$ cat config.mk
export PLATFORM = sky130hd
export DESIGN_NAME = wb_merge_stage
export DESIGN_NICKNAME = d
export VERILOG_FILES = /design/src/rtl/wb_merge_stage_pkg.sv /design/src/rtl/wb_byte_mask.sv /design/src/rtl/wb_merge_stage.sv
export SDC_FILE = /design/constraint.sdc
export NUM_CORES = 1
export LEC_CHECK = 0
export CAP_MARGIN = 30
export CORE_AREA = 3 3 214 216
export CTS_BUF_LIST = sky130_fd_sc_hd__clkbuf_2 sky130_fd_sc_hd__clkbuf_4 sky130_fd_sc_hd__clkbuf_8
export CTS_CLUSTER_SIZE = 24
export DETAILED_ROUTE_END_ITERATION = 10
export DIE_AREA = 0 0 217 219
export GPL_TIMING_DRIVEN = 1
export PLACE_DENSITY = 0.65
export SYNTH_ARGS = -nofsm -noshare
export SYNTH_HDL_FRONTEND = slang
export SYNTH_SLANG_ARGS = --single-unit
$ cat constraint.sdc
create_clock -name clk -period 23.9 [get_ports clk]
set_input_delay 4.78 -clock clk [delete_from_list [all_inputs] [get_ports clk]]
set_output_delay 4.78 -clock clk [all_outputs]
set_load 0.01 [all_outputs]
$ cat src/rtl/wb_merge_stage_pkg.sv
// Shared widths, partition-select codes, FSM states and the latched-op record for the writeback merge stage.
package wb_merge_stage_pkg;

  localparam int DW = 128;
  localparam int AW = 5;
  localparam int NB = DW / 8;

  localparam logic [2:0] PPP_AA = 3'b000;
  localparam logic [2:0] PPP_UU = 3'b001;
  localparam logic [2:0] PPP_DD = 3'b010;
  localparam logic [2:0] PPP_EE = 3'b011;
  localparam logic [2:0] PPP_OO = 3'b100;

  typedef enum logic [1:0] {
    S_IDLE  = 2'd0,
    S_READ  = 2'd1,
    S_MERGE = 2'd2,
    S_WRITE = 2'd3
  } wb_state_t;

  typedef struct packed {
    logic [0:DW-1] result;
    logic [0:AW-1] rd;
    logic [0:NB-1] mask;
  } wb_op_t;

endpackage

$ cat src/rtl/wb_byte_mask.sv
// Combinational decode of a partition select plus extra byte enables into a per-byte write mask.
module wb_byte_mask
  import wb_merge_stage_pkg::*;
#(
  parameter int NBYTES = 16
) (
  input  logic [0:2]        ppp,
  input  logic [0:NBYTES-1] wrbyteen,
  output logic [0:NBYTES-1] mask
);

  logic [0:NBYTES-1] part;

  always_comb begin
    part = '0;
    for (int k = 0; k < NBYTES; k++) begin
      case (ppp)
        PPP_AA:  part[k] = 1'b1;
        PPP_UU:  part[k] = (k < NBYTES / 2);
        PPP_DD:  part[k] = (k >= NBYTES / 2);
        PPP_EE:  part[k] = ((k % 2) == 0);
        PPP_OO:  part[k] = ((k % 2) == 1);
        default: part[k] = 1'b0;
      endcase
    end
  end

  assign mask = part & wrbyteen;

endmodule

$ cat src/rtl/wb_merge_stage.sv
// Writeback stage: byte-masked read-modify-write of the destination register, one op in flight.
// Full-mask write reaches rf_we 1 cycle after accept, partial 3; ex_ready stays low until rf_wready.
module wb_merge_stage
  import wb_merge_stage_pkg::*;
(
  input  logic          clk,
  input  logic          reset,
  input  logic          ex_valid,
  output logic          ex_ready,
  input  logic [0:DW-1] ex_result,
  input  logic [0:AW-1] ex_rd,
  input  logic          ex_wr_en,
  input  logic [0:2]    ex_ppp,
  input  logic [0:NB-1] ex_wrbyteen,
  output logic [0:AW-1] rf_raddr,
  output logic          rf_re,
  input  logic [0:DW-1] rf_rdata,
  output logic          rf_we,
  output logic [0:AW-1] rf_waddr,
  output logic [0:DW-1] rf_wdata,
  input  logic          rf_wready,
  output logic          fwd_valid,
  output logic [0:AW-1] fwd_rd,
  output logic [0:DW-1] fwd_data
);

  wb_state_t     state;
  wb_op_t        op;
  logic [0:NB-1] eff_mask;
  logic [0:DW-1] merged;

  wb_byte_mask #(.NBYTES(NB)) u_byte_mask (
    .ppp      (ex_ppp),
    .wrbyteen (ex_wrbyteen),
    .mask     (eff_mask)
  );

  always_comb begin
    merged = '0;
    for (int k = 0; k < NB; k++) begin
      merged[8*k +: 8] = op.mask[k] ? op.result[8*k +: 8] : rf_rdata[8*k +: 8];
    end
  end

  // The forwarded value is the raw result; merged bytes only exist once the old value is read.
  assign fwd_rd   = op.rd;
  assign fwd_data = op.result;

  always_ff @(posedge clk or posedge reset) begin
    if (reset) begin
      state     <= S_IDLE;
      op        <= '0;
      ex_ready  <= 1'b1;
      rf_re     <= 1'b0;
      rf_raddr  <= '0;
      rf_we     <= 1'b0;
      rf_waddr  <= '0;
      rf_wdata  <= '0;
      fwd_valid <= 1'b0;
    end else begin
      case (state)
        S_IDLE: begin
          if (ex_valid && ex_wr_en && (|eff_mask)) begin
            op        <= '{result: ex_result, rd: ex_rd, mask: eff_mask};
            ex_ready  <= 1'b0;
            fwd_valid <= 1'b1;
            if (&eff_mask) begin
              state    <= S_WRITE;
              rf_we    <= 1'b1;
              rf_waddr <= ex_rd;
              rf_wdata <= ex_result;
            end else begin
              state    <= S_READ;
              rf_re    <= 1'b1;
              rf_raddr <= ex_rd;
            end
          end
        end
        S_READ: begin
          rf_re <= 1'b0;
          state <= S_MERGE;
        end
        S_MERGE: begin
          rf_wdata <= merged;
          rf_waddr <= op.rd;
          rf_we    <= 1'b1;
          state    <= S_WRITE;
        end
        S_WRITE: begin
          if (rf_wready) begin
            rf_we     <= 1'b0;
            fwd_valid <= 1'b0;
            ex_ready  <= 1'b1;
            state     <= S_IDLE;
          end
        end
        default: state <= S_IDLE;
      endcase
    end
  end

endmodule
* After elaboration in Yosys (flattened, before gate mapping)
Index checks and enable logic that the tools add are counted.
** Operators by class
- Add/sub/neg operators :: 0
- Multiply operators :: 0
- Div/mod/pow operators :: 0
- $lt $le $gt $ge :: 0
- Equal/unequal tests :: 11
- Shifts and indexed selects :: 0
- Mux-type cells :: 42
- Bitwise gates (word level) :: 2
- Reductions and logical operators :: 21
** Operators by type and width (number)
- 128-bit two-way mux :: 2
- 128-bit one-hot mux with 2 select lines :: 1
- 8-bit two-way mux :: 16
- 16-bit bitwise AND :: 1
- 16-bit AND reduction :: 1
- 16-bit OR reduction :: 1
- 1-bit two-way mux :: 12
- 3-bit AND reduction :: 4
- 3-bit OR reduction :: 4
- 5-bit two-way mux :: 2
- 5-bit one-hot mux with 2 select lines :: 1
- 2-bit inequality test (second input constant) :: 4
- 2-bit one-hot mux with 4 select lines :: 1
- 3-bit by 2-bit == test with 1-bit output (second input constant) :: 2
- 2-bit two-way mux :: 3
- 1-bit one-hot mux with 2 select lines :: 3
- 2-bit nonzero test :: 3
- 2-bit == test (second input constant) :: 2
- 2-bit AND reduction :: 2
- 4-bit AND reduction :: 1
- 3-bit by 1-bit == test with 1-bit output (second input constant) :: 1
- 3-bit == test (second input constant) :: 1
- 3-bit logical NOT :: 1
- 1-bit one-hot mux with 3 select lines :: 1
- 5 further kinds :: 6
** Storage, ports and cells
- Register bits after elaboration :: 293
- Latch bits :: 0
- Memory bits (writable) :: 0
- Bits in read-only memories :: 0
- Input bits :: 285
- Output and inout port bits :: 275
- Logic and storage cells :: 87
- Memories :: 0

* Depth between registers and ports, before layout
- Depth in word-level cells :: 8
- Gate-level depth with buffers :: 11
- Depth with buffers taken out :: 7

* Cells and area by module
From an unflattened synthesis, not the netlist that was laid out.
** Unflattened totals
- Cells, all modules :: 1248
- Area total of the unflattened synthesis :: 14869.3 sq um
** By module, submodules not included
- wb_merge_stage :: instances 1, cells an instance 1227, area each 14700.3 sq um, sequential area each 7333.3 sq um
- wb_byte_mask :: instances 1, cells an instance 21, area each 168.9 sq um, sequential area each 0.0 sq um

* Least setup slack after synthesis
OpenSTA, ideal clock, no wires.
- Kind :: input -> register
- Start :: input port ex_ppp[0] (netlist bit)
- End :: register rf_raddr[1] (netlist bit)
- Library setup time :: 125 ps
- Arrival :: 6472 ps
- Required time :: 23775 ps
- Setup slack :: 17303 ps
- Stages :: 8
- Path buffers :: 2
- Cells stage by stage :: buf_2 > o21bai_1 > a41oi_1 > or4_4 > o211a_1 > buf_6 > and2_4 > mux2_4
** Between the ends
- Longest elaborated chain between the ends :: 7
** RTL lines
- start, declared :: line wb_merge_stage.sv:13 : input logic [0:2] ex_ppp,
- 3-bit by 2-bit == test with 1-bit output (tied with other cells) :: line wb_byte_mask.sv:17 : case (ppp)
- 3-bit OR reduction (no source line)
- 1-bit two-way mux :: line wb_byte_mask.sv:17
- 16-bit bitwise AND (*) :: line wb_byte_mask.sv:28 : assign mask = part & wrbyteen;
- 16-bit OR reduction / 16-bit AND reduction (equally long branches) :: line wb_merge_stage.sv:63, wb_merge_stage.sv:67
- 1-bit logical AND / 1-bit NOT (equally long branches)
- 3-bit AND reduction (no source line) (*)
- end signal, assigned :: line wb_merge_stage.sv:75 : rf_raddr <= ex_rd;
- end, declared :: line wb_merge_stage.sv:15 : output logic [0:AW-1] rf_raddr,
Mark *: on every way between the ends. The rest lies on a longest branch, timed or not.
A chain may end at the register's enable or synchronous reset.

* Worst setup path after layout
- Start :: input port ex_ppp[2] (netlist bit)
- End :: register rf_re
** Between the ends
- Longest elaborated chain between the ends :: 8
** RTL lines
- 3-bit by 2-bit == test with 1-bit output (tied with other cells) :: line wb_byte_mask.sv:17
- 3-bit OR reduction (no source line)
- 1-bit two-way mux :: line wb_byte_mask.sv:17
- 16-bit bitwise AND (*) :: line wb_byte_mask.sv:28
- 16-bit OR reduction :: line wb_merge_stage.sv:63 : if (ex_valid && ex_wr_en && (|eff_mask)) begin
- 1-bit logical AND :: line wb_merge_stage.sv:63
- 2-bit inequality test (no source line)
- 3-bit AND reduction (no source line) (*)
- end signal, assigned :: line wb_merge_stage.sv:54 : rf_re <= 1'b0;
- end signal, assigned :: line wb_merge_stage.sv:74 : rf_re <= 1'b1;
- end signal, assigned :: line wb_merge_stage.sv:80 : rf_re <= 1'b0;
- end, declared :: line wb_merge_stage.sv:16 : output logic rf_re,
Marked as above.

==> flow_summary.yaml <==
clocking:
  h-tree-depth: 2
  post_cts_resized: 0
  cts_buffers: 52
  cts_hold_buf: 0
  post_cts_buffers: 0
  cts-root-buf: "clkbuf_8"
  path_clk_slew_ns: 0.06
  clock_sinks: 293
  cts_tree: "built"
  insertion_delay_ns: 0.61
  clockBufferDepth: 3
yosys:
  synth_area_leader_cell: "dfrtp_1"
  post-synth-top-count-cell: "nand2_1"
  synth_top_area_share_pct: 49.7
  synth_top_cells_by_area: "dfrtp_1 50%, nand2_1 18%, o21ai_0 9.4%"
  mappedNetlistArea_um2: 14700
  yosysWarnings: 0
  yosysUniqueCellTypes: 46
  synth-seq-area-share_pct: 49.9
  synth_flop_cell: "dfrtp_1"
  yosys_register_bits: 293
  synth_edf_count: 0
  netlist_instances: 1722
  synth_common_cells: "700 x nand2_1, 292 x dfrtp_1, 275 x o21ai_0, 137 x buf_4, 133 x mux2i_1"
  avgSynthCellArea_um2: 8.54
  synthArstFlopShare_pct: 100
  syn-num-nets: 2011
floorplanning:
  initial_core_util_pct: 33.3
  die_area_um2: 47500
  coreArea_um2: 44100
  placementRows: 77
  ioPinCount: 560
  dieWidth_um: 217
  die_y_um: 219
global_routing:
  antenna_found_initial: 6
  track_usage_pct: 21.1
  grt_pass1_vias: 12852
  grt_pass1_wl_mm: 78.1
  grt_max_degree: 111
  grt_overflow: 0
detailed_routing:
  vias: 12840
  drtIter0Drc: 703
  postRouteAntennaNets: 0
  finalWirelength_mm: 51.8
  viasPerCell: 4.68
  wl_per_cell_um: 18.9
  drc: 0
  drt_pass1_iterations: 5
critical_path:
  critPathKind: "in -> reg"
  cp.arrival_ns: 8.06
  cpMaxStageDelayCell: "buf_4"
  path_cells: "clkdlybuf4s50_1, nor2b_1, a21oi_1, a221o_1, o211a_4, buf_4, a21oi_1, o22ai_1"
  slowest_delay_ns: 0.83
  worst-path-max-fanout: 76
  cp_common_cell: "a21oi_1"
  startpoint_type: "input port"
  cp.required_ns: 24.41
  endpoint_kind: "flop"
sta:
  skew_ns: 0.0199
  slew_violations: 0
  setup_violations: 0
  fin_crit_sh_pct: 31.6
  fin_crit_ns: 7.55
  rsz0062_at_grt: "no"
  fin_ws_ns: 16.35
  hold_viol_final: 0
  fmax_mhz: 132
  tightest_slew_ns: 0.960
  relSlewSlack_pct: 36.0
  fin_setup_tns_ns: 0
placed_design:
  io_buffers: 559
  place.detailed.hpwl_mm: 37.5
  dp_slack_ns: 15.67
  gp_congestion: 0.855
cells_and_area:
  syn_to_final_growth_pct: 42.2
  fin_nets: 2396
  drive_gt1_share_pct: 5.78
status:
  status: "completed"
pwr:
  leakage_nw: 9.23
  peakVddDrop_mv: 0.0789
  p_per_area_nw_per_um2: 133
flow_run:
  drv_cap: 0
min_path:
  min_path_type: "reg -> reg"
-- worst max-delay path: cells and delay by family --
family          cells  cell delay, ns
buf+inv             2            1.55
simple gates        1            0.15
compound gates      5            1.53
-- where the power goes --
| part | leakage (nW) | switching (mW) | total, mW | internal, mW |
|---|---|---|---|---|
| logic | 5.02 | 0.645 | 1.31 | 0.668 |
| registers | 3.62 | 0.221 | 0.971 | 0.750 |
| clock network | 0.586 | 0.215 | 0.493 | 0.277 |
| total | 9.23 | 1.08 | 2.78 | 1.70 |
-- routing by layer --
metal  vias up  routed length, µm  share of wire (%)  GRT usage (%)
met3        96               4700                9.1           7.13
li1       6258                  -                  -              -
met2       466              24700                 48           35.0
met4         6               1530                3.0           7.35
met1      6014              20900                 40           25.7
met5         -                 32              0.062              0
-- state kept, by name, summed over array words and instances, names as in the netlist, 2 cells and up --
register	cells
fwd_data	128
rf_wdata	128
op	16
fwd_rd	5
rf_raddr	5
rf_waddr	5
state	2
-- worst paths after layout --
| path | slack (ns) | endpoint | startpoint | cells after the start |
|---|---|---|---|---|
| worst max-delay path | 16.35 | rf_re$_DFFE_PP0P_ | ex_ppp[2] | 8 |
| worst min-delay path | 0.48 | rf_wdata[103]$_DFFE_PP0P_ | rf_wdata[103]$_DFFE_PP0P_ | 2 |
| worst max register to register | 20.86 | rf_re$_DFFE_PP0P_ | state[0]$_DFFE_PP0P_ | 6 |
| worst min register to register | 0.48 | rf_wdata[103]$_DFFE_PP0P_ | rf_wdata[103]$_DFFE_PP0P_ | 2 |
| max in group asynchronous | 17.83 | fwd_data[35]$_DFFE_PP0P_ | reset | 3 |
| min in group asynchronous | 4.69 | fwd_rd[4]$_DFFE_PP0P_ | reset | 2 |
-- stage by stage --
| stage | power [mW] | std cells | utilization, % | instance area (µm²) | hold WS, ns |
|---|---|---|---|---|---|
| after global routing | 2.99 | 2740 | 47.4 | 20900 | 0.508 |
| after global placement | 2.26 | 2641 | 44.6 | 19700 | 0.461 |
| final | 2.78 | 2741 | 47.4 | 20900 | 0.476 |
| after CTS | 2.80 | 2735 | 47.2 | 20800 | 0.483 |
| after detailed placement | 2.29 | 2642 | 44.7 | 19700 | 0.469 |
| after floorplan | 1.71 | 1722 | - | 14700 | 0.467 |
-- final cells by class --
class                   count  area (µm²)
diodes                      3        7.51
clock buffers              83        1050
clock inverters            10        57.6
fillers                  4348       23200
inverters                  11        48.8
multi-input cells        1175        5880
flip-flops and latches    293        7330
well taps                 592         741
repair buffers            574        5780
-- kinds of logic after synthesis --
group | count (synthesis) | synth area share, %
adder cells (fa/ha/maj) | 4 | 0.340
multiplexers | 138 | 9.51
flip-flops | 293 | 49.9
AND/OR/NAND/NOR | 728 | 19.0
buffers and inverters | 254 | 10.3
AO/OA/AOI/OAI | 305 | 11.0
-- placed cells by master (no fill, tap or decap), types with 4 or more instances in the layout --
cell	netlist	final
a21oi_1	7	7
buf_4	137	11
clkbuf_4	0	15
clkbuf_8	0	68
clkdlybuf4s50_1	0	559
clkinv_2	0	7
dfrtp_1	292	292
inv_1	11	10
mux2i_1	133	133
nand2_1	700	700
nand2b_1	4	4
nand3_1	6	6
o21ai_0	275	275
o21bai_1	4	4
Note: power is estimated with default switching activity, not from simulation.
